--- config.mk ---
export PLATFORM = sky130hd
export DESIGN_NAME = spi_frame_rx_flat
export DESIGN_NICKNAME = d
export VERILOG_FILES = /design/src/rtl/spi_frame_pkg.sv /design/src/rtl/spi_frame_rx_if.sv /design/src/rtl/spi_frame_rx_sync_edge.sv /design/src/rtl/spi_frame_rx.sv /design/src/flat_wrapper.sv
export SDC_FILE = /design/constraint.sdc
export NUM_CORES = 1
export LEC_CHECK = 0
export CORE_MARGIN = 10
export CORE_UTILIZATION = 45
export DETAILED_ROUTE_END_ITERATION = 10
export PLACE_DENSITY = 0.67
export SLEW_MARGIN = 30
export SYNTH_ARGS = -nofsm -noshare
export SYNTH_HDL_FRONTEND = slang
export SYNTH_SLANG_ARGS = --single-unit
--- constraint.sdc ---
create_clock -name clk_in -period 4 [get_ports clk_in]
set_input_delay 1.2 -clock clk_in [delete_from_list [all_inputs] [get_ports clk_in]]
set_output_delay 1.2 -clock clk_in [all_outputs]
set_load 0.005 [all_outputs]
--- src/rtl/spi_frame_pkg.sv ---
// Shared types and constants for the SPI frame receiver.
package spi_frame_pkg;

  // Receiver control states
  typedef enum logic [1:0] {
    WAIT_IDLE = 2'd0,
    IDLE      = 2'd1,
    SHIFT     = 2'd2
  } state_t;

  // Flops in each pin synchronizer before the signal is used
  localparam int SYNC_DEPTH = 2;

  // Bit counter must hold 0 .. FRAME_BITS+1 (FRAME_BITS+1 marks an oversize frame)
  function automatic int cnt_width(input int frame_bytes);
    return $clog2(8 * frame_bytes + 2);
  endfunction

endpackage

--- src/rtl/spi_frame_rx_if.sv ---
// Parallel frame handshake between the receiver and the job-loading logic.
interface spi_frame_rx_if #(
  parameter int FRAME_BYTES = 4
);
  logic [8*FRAME_BYTES-1:0] frame_data;
  logic                     frame_valid;
  logic                     frame_ready;

  modport master (output frame_data, output frame_valid, input frame_ready);
  modport slave  (input frame_data, input frame_valid, output frame_ready);
endinterface

--- src/rtl/spi_frame_rx_sync_edge.sv ---
// Pin synchronizer with one extra flop so rising/falling edges can be seen.
module sync_edge
  import spi_frame_pkg::*;
(
  input  logic clk_in,
  input  logic reset_in,
  input  logic din,
  output logic level,
  output logic rise,
  output logic fall
);

  // [0] first capture flop, [SYNC_DEPTH-1] usable level, [SYNC_DEPTH] previous level.
  // Resets low so a chip select already held low at reset release is not seen as a fall.
  logic [SYNC_DEPTH:0] sync_r;

  // Shift the pin through the synchronizer chain
  always_ff @(posedge clk_in or posedge reset_in) begin
    if (reset_in) begin
      sync_r <= {(SYNC_DEPTH + 1){1'b0}};
    end else begin
      sync_r <= {sync_r[SYNC_DEPTH-1:0], din};
    end
  end

  assign level = sync_r[SYNC_DEPTH-1];
  assign rise  = sync_r[SYNC_DEPTH-1] & ~sync_r[SYNC_DEPTH];
  assign fall  = ~sync_r[SYNC_DEPTH-1] & sync_r[SYNC_DEPTH];

endmodule

--- src/rtl/spi_frame_rx.sv ---
// Chip-select-delimited SPI (mode 0) frame receiver with valid/ready output.
module spi_frame_rx
  import spi_frame_pkg::*;
#(
  parameter int FRAME_BYTES = 4
) (
  input  logic           clk_in,
  input  logic           reset_in,
  input  logic           sck_in,
  input  logic           sdi_in,
  input  logic           cs_n_in,
  spi_frame_rx_if.master frm,
  output logic           busy,
  output logic           err_len,
  output logic           err_overrun,
  output logic [7:0]     err_count
);

  localparam int FRAME_BITS = 8 * FRAME_BYTES;
  localparam int CNT_W      = cnt_width(FRAME_BYTES);
  localparam logic [CNT_W-1:0] CNT_FULL = CNT_W'(FRAME_BITS);
  localparam logic [CNT_W-1:0] CNT_SAT  = CNT_W'(FRAME_BITS + 1);

  logic sck_level_s, sck_rise_s, sck_fall_s;
  logic cs_level_s, cs_rise_s, cs_fall_s;
  logic unused_s;
  logic [SYNC_DEPTH-1:0] sdi_sync_r;

  state_t                state_r, state_nxt_s;
  logic [FRAME_BITS-1:0] shift_r, shift_nxt_s;
  logic [CNT_W-1:0]      bit_cnt_r, cnt_nxt_s;
  logic [FRAME_BITS-1:0] frame_data_r;
  logic                  frame_valid_r;
  logic                  err_len_r, err_overrun_r;
  logic [7:0]            err_count_r;
  logic close_s, consume_s, good_s, load_s, ovr_s, len_s;

  sync_edge u_sck_sync (
    .clk_in(clk_in), .reset_in(reset_in), .din(sck_in),
    .level(sck_level_s), .rise(sck_rise_s), .fall(sck_fall_s)
  );

  sync_edge u_cs_sync (
    .clk_in(clk_in), .reset_in(reset_in), .din(cs_n_in),
    .level(cs_level_s), .rise(cs_rise_s), .fall(cs_fall_s)
  );

  // Only the sck rising edge matters in mode 0
  assign unused_s = sck_level_s ^ sck_fall_s;

  // Data pin synchronizer, same depth as the sck level used for edge detect
  always_ff @(posedge clk_in or posedge reset_in) begin
    if (reset_in) begin
      sdi_sync_r <= {SYNC_DEPTH{1'b0}};
    end else begin
      sdi_sync_r <= {sdi_sync_r[SYNC_DEPTH-2:0], sdi_in};
    end
  end

  // Next state, shift/count update and frame-close decisions
  always_comb begin
    state_nxt_s = state_r;
    shift_nxt_s = shift_r;
    cnt_nxt_s   = bit_cnt_r;
    close_s     = 1'b0;
    case (state_r)
      WAIT_IDLE: begin
        if (cs_level_s) state_nxt_s = IDLE;
        else            state_nxt_s = WAIT_IDLE;
      end
      IDLE: begin
        shift_nxt_s = {FRAME_BITS{1'b0}};
        cnt_nxt_s   = {CNT_W{1'b0}};
        if (cs_fall_s) state_nxt_s = SHIFT;
        else           state_nxt_s = IDLE;
      end
      SHIFT: begin
        if (sck_rise_s) begin
          if (bit_cnt_r < CNT_FULL) shift_nxt_s = {shift_r[FRAME_BITS-2:0], sdi_sync_r[SYNC_DEPTH-1]};
          else                      shift_nxt_s = shift_r;
          if (bit_cnt_r < CNT_SAT)  cnt_nxt_s = bit_cnt_r + CNT_W'(1);
          else                      cnt_nxt_s = bit_cnt_r;
        end else begin
          shift_nxt_s = shift_r;
          cnt_nxt_s   = bit_cnt_r;
        end
        // Close uses the count including a bit shifted in this same cycle
        if (cs_rise_s) begin
          state_nxt_s = IDLE;
          close_s     = 1'b1;
        end else begin
          state_nxt_s = SHIFT;
        end
      end
      default: state_nxt_s = WAIT_IDLE;
    endcase
    consume_s = frame_valid_r & frm.frame_ready;
    good_s    = close_s & (cnt_nxt_s == CNT_FULL);
    load_s    = good_s & (~frame_valid_r | consume_s);
    ovr_s     = good_s & frame_valid_r & ~consume_s;
    len_s     = close_s & (cnt_nxt_s != {CNT_W{1'b0}}) & (cnt_nxt_s != CNT_FULL);
  end

  // State, shift register, output frame and error registers
  always_ff @(posedge clk_in or posedge reset_in) begin
    if (reset_in) begin
      state_r       <= WAIT_IDLE;
      shift_r       <= {FRAME_BITS{1'b0}};
      bit_cnt_r     <= {CNT_W{1'b0}};
      frame_data_r  <= {FRAME_BITS{1'b0}};
      frame_valid_r <= 1'b0;
      err_len_r     <= 1'b0;
      err_overrun_r <= 1'b0;
      err_count_r   <= 8'd0;
    end else begin
      state_r   <= state_nxt_s;
      shift_r   <= shift_nxt_s;
      bit_cnt_r <= cnt_nxt_s;
      if (load_s) begin
        frame_data_r  <= shift_nxt_s;
        frame_valid_r <= 1'b1;
      end else if (consume_s) begin
        frame_valid_r <= 1'b0;
      end
      err_len_r     <= len_s;
      err_overrun_r <= ovr_s;
      if ((len_s | ovr_s) && (err_count_r != 8'd255)) begin
        err_count_r <= err_count_r + 8'd1;
      end
    end
  end

  assign frm.frame_data  = frame_data_r;
  assign frm.frame_valid = frame_valid_r;
  assign busy            = (state_r == SHIFT);
  assign err_len         = err_len_r;
  assign err_overrun     = err_overrun_r;
  assign err_count       = err_count_r;

endmodule

--- src/flat_wrapper.sv ---
// flat-port wrapper written by rule: the top's interface ports become plain ports
module spi_frame_rx_flat import spi_frame_pkg::*;
#(
  parameter int FRAME_BYTES = 4
)
  (clk_in, reset_in, sck_in, sdi_in, cs_n_in, busy, err_len, err_overrun, err_count, frm_frame_data, frm_frame_valid, frm_frame_ready);
  spi_frame_rx_if #(.FRAME_BYTES(FRAME_BYTES)) frm_i ();
  input  logic clk_in;
  input  logic reset_in;
  input  logic sck_in;
  input  logic sdi_in;
  input  logic cs_n_in;
  output logic busy;
  output logic err_len;
  output logic err_overrun;
  output logic [7:0] err_count;
  output wire logic [$bits(frm_i.frame_data)-1:0] frm_frame_data;
  output wire logic [$bits(frm_i.frame_valid)-1:0] frm_frame_valid;
  input wire logic [$bits(frm_i.frame_ready)-1:0] frm_frame_ready;
  assign frm_frame_data = frm_i.frame_data;
  assign frm_frame_valid = frm_i.frame_valid;
  assign frm_i.frame_ready = frm_frame_ready;
  spi_frame_rx #(.FRAME_BYTES(FRAME_BYTES)) u_core (.clk_in(clk_in), .reset_in(reset_in), .sck_in(sck_in), .sdi_in(sdi_in), .cs_n_in(cs_n_in), .frm(frm_i), .busy(busy), .err_len(err_len), .err_overrun(err_overrun), .err_count(err_count));
endmodule
==> results.toml <==
[status]
status = "finished, final reports clean"

[clock_tree]
ctsResizeCount = 0
cts_tree = "built"
cts-root-buf = "clkbuf_8"
cts.path.max_buffers = 2
cts_buffers = 9
insertion_delay_ps = 360
postCtsSetupBuffers = 0
cts.htree.levels = 3
clk_pin_slew_worst_paths_ps = 90
cts.sinks = 91
cts.hold.buffers_added = 0

[setup_path]
worstReg2RegStart = "u_core.bit_cnt_r[0]$_DFF_PP0_"
setup.worst_path.class = "flop to flop"
reg2reg_to = "u_core.frm.frame_data[7]$_DFFE_PP0P_"
reg2regPathDepth = 9
worstPathArrival_ps = 3370
r2r_slack_ps = 870
cp.required_ps = 4240
worstSetupEndpointType = "flop"
cp-start-kind = "flop"
cp_max_fo = 32

[hold_path]
min_path_cells = 0
min_to = "u_core.u_sck_sync.sync_r[1]$_DFF_PP0_"
hp-class = "flop to flop"
hold_start = "u_core.u_sck_sync.sync_r[0]$_DFF_PP0_"

[floorplan]
start_util = 0.461
core_area_um2 = 8220
io_pins = 50
dieArea_um2 = 12500
die_h_um = 112
row_count = 33
fp.dieW_um = 112

[timing]
finalClockSkew_ps = 14.4
hold_violations = 0
max-slew-margin-rel = 0.581
drv_slew = 0
min_period_over_period = 0.782
tns_ps = 0
rsz0062_at_grt = "no"
timing.fmax_mhz = 320
setup_viol = 0
whs_ps = 358
worst_pin_slew_ps = 626
post-route-min-period_ps = 3130

[synth]
synth_nets = 335
synth_seq_cells = 91
seq_area_frac_synth = 0.601
synth_ff_type = "dfrtp_1"
yosysUniqueCellTypes = 38
ys.warnings.count = 0
netlist_instances = 322
synth_area_per_cell_um2 = 11.8
synth_edf_count = 0
synthArstFlopShare = 1.00
syn-cell-area_um2 = 3790

[routing]
first_pass_iters = 4
routed_wl_mm = 7.25
vias_per_cell = 5.02
routed-via-count = 2432
post_drt_wl_per_cell_um = 15.0
drc_errors = 0
final_antenna_net_count = 0
drtIter0Drc = 111

[place]
place_congestion = 0.839
placed_cell_area_um2 = 4400
port_buffers = 49
dp_hpwl_mm = 4.80

[power_and_ir_drop]
pwr-share-seq = 0.497
p_clk_frac = 0.291
pwr-share-comb = 0.212
intPower_mw = 1.32
leakage_nw = 2.06
switching_share = 0.335
switching_power_mw = 0.663
power_density_nw_per_um2 = 432
max-vdd-ir-drop_mv = 0.243

[grt]
grt_max_degree = 40
grt_pass1_wl_mm = 12.5
grt_pass1_vias = 2533
grt.overflow.total = 0
grt_usage = 0.118
antenna_found_initial = 0

[finish]
drive_above_1_share = 0.172
fin_nets = 387
n_antenna_cell = 0
syn_to_final_growth_pct = 20.9
final_area_um2 = 4580

[job]
max-cap-violations = 0
## worst max-delay path by stage
stage / startpoint / endpoint
floorplan: reset_in / u_core.bit_cnt_r[0]$_DFF_PP0_
global placement: frm_frame_ready / u_core.err_count[1]$_DFFE_PP0P_
detailed placement: u_core.bit_cnt_r[0]$_DFF_PP0_ / u_core.frm.frame_data[21]$_DFFE_PP0P_
CTS: u_core.bit_cnt_r[0]$_DFF_PP0_ / u_core.frm.frame_data[7]$_DFFE_PP0P_
global route: u_core.bit_cnt_r[0]$_DFF_PP0_ / u_core.frm.frame_data[8]$_DFFE_PP0P_
finish: u_core.bit_cnt_r[0]$_DFF_PP0_ / u_core.frm.frame_data[7]$_DFFE_PP0P_
## metal layers
| metal | track usage | up-vias | share of wire |
|---|---|---|---|
| met5 | 0 | - | 0 |
| li1 | - | 1182 | - |
| met2 | 0.190 | 42 | 0.48 |
| met1 | 0.147 | 1202 | 0.46 |
| met4 | 0.0488 | 0 | 0.013 |
| met3 | 0.0317 | 6 | 0.048 |
## worst max-delay path, cell delays in order, from the launching register on
cell and delay (ps):
dfrtp_1 450, inv_1 100, ha_1 170, or4b_4 500, a21oi_1 420, mux2i_1 370, a2111oi_2 70, nand2_2 90
buf_4 440, mux2_2 400
## per-stage QoR
step | std cells | power [mW] | utilization | setup slack, ps
2_1_floorplan | 322 | 1.30 | - | 436
3_3_place_gp | 468 | 1.41 | 0.536 | 979
3_5_place_dp | 468 | 1.42 | 0.536 | 916
4_1_cts | 484 | 2.00 | 0.558 | 863
5_1_grt | 484 | 2.09 | 0.558 | 656
6_report | 484 | 1.98 | 0.558 | 871
## registers in the layout, indices dropped and copies added (netlist names), 2 cells and up
| signal | flops |
|---|---|
| u_core.frm.frame_data | 32 |
| u_core.shift_r | 32 |
| u_core.err_count | 8 |
| u_core.bit_cnt_r | 6 |
| u_core.u_cs_sync.sync_r | 3 |
| u_core.u_sck_sync.sync_r | 3 |
| u_core.sdi_sync_r | 2 |
| u_core.state_r | 2 |
## area by class of cell
| class | instances | area [um^2] |
|---|---|---|
| Clock buffer | 9 | 124 |
| Clock inverter | 7 | 57.6 |
| Fill cell | 690 | 3630 |
| Inverter | 7 | 27.5 |
| Multi-Input combinational cell | 210 | 1420 |
| Sequential cell | 91 | 2280 |
| Tap cell | 105 | 131 |
| Timing Repair Buffer | 55 | 548 |
## logic make-up after synthesis
group | Yosys count | synth area share
and+or+nand+nor | 109 | 0.128
DFF | 91 | 0.601
AOI/OAI and AO/OA | 49 | 0.0786
muxes | 35 | 0.120
buffers and inverters | 21 | 0.0267
xor gates and xnor gates | 10 | 0.0231
adders and majority gates | 7 | 0.0231
## cell usage in the layout, fill, tap and decap left out, types with 2 or more instances in the layout
cell type,netlist,final
clkbuf_8,0,9
buf_4,0,5
xor2_1,3,3
inv_1,7,6
xnor2_1,7,7
inv_6,0,3
mux2_4,17,17
nor2_1,15,14
dfrtp_1,91,91
clkinv_2,0,2
nand3b_1,3,3
ha_1,7,7
nand2_1,68,68
mux2_2,16,16
o21ai_0,2,2
mux2i_1,2,2
clkdlybuf4s50_1,0,49
clkinvlp_4,0,2
nand2b_1,5,5
nand4_1,2,2
and3_1,2,2
nand3_1,5,5
or2_2,2,2
a21oi_1,37,37
## power groups by stage
stage	logic (mW)	clock network, mW	registers [mW]
final	0.419	0.577	0.985
after global routing	0.470	0.634	0.990
after CTS	0.426	0.592	0.985
after detailed placement	0.420	0	1.00
after global placement	0.408	0	0.999
after floorplan	0.299	0	0.996
## synthesized netlist by cell type, drive strengths merged, types with 2 or more instances
master / number / area share
nand3b: 3 / 0.0059
nand4: 2 / 0.0033
mux2: 33 / 0.11
clkbuf: 9 / 0.0089
buf: 5 / 0.011
ha: 7 / 0.023
nand3: 5 / 0.0066
nand2: 69 / 0.069
nor2: 15 / 0.015
a21oi: 37 / 0.049
or2: 2 / 0.0033
inv: 7 / 0.0069
o21ai: 2 / 0.0026
nand2b: 5 / 0.0083
xnor2: 7 / 0.016
mux2i: 2 / 0.0053
xor2: 3 / 0.0069
dfrtp: 91 / 0.60
and3: 3 / 0.0053
No activity file was read; power rests on OpenSTA's default activity.
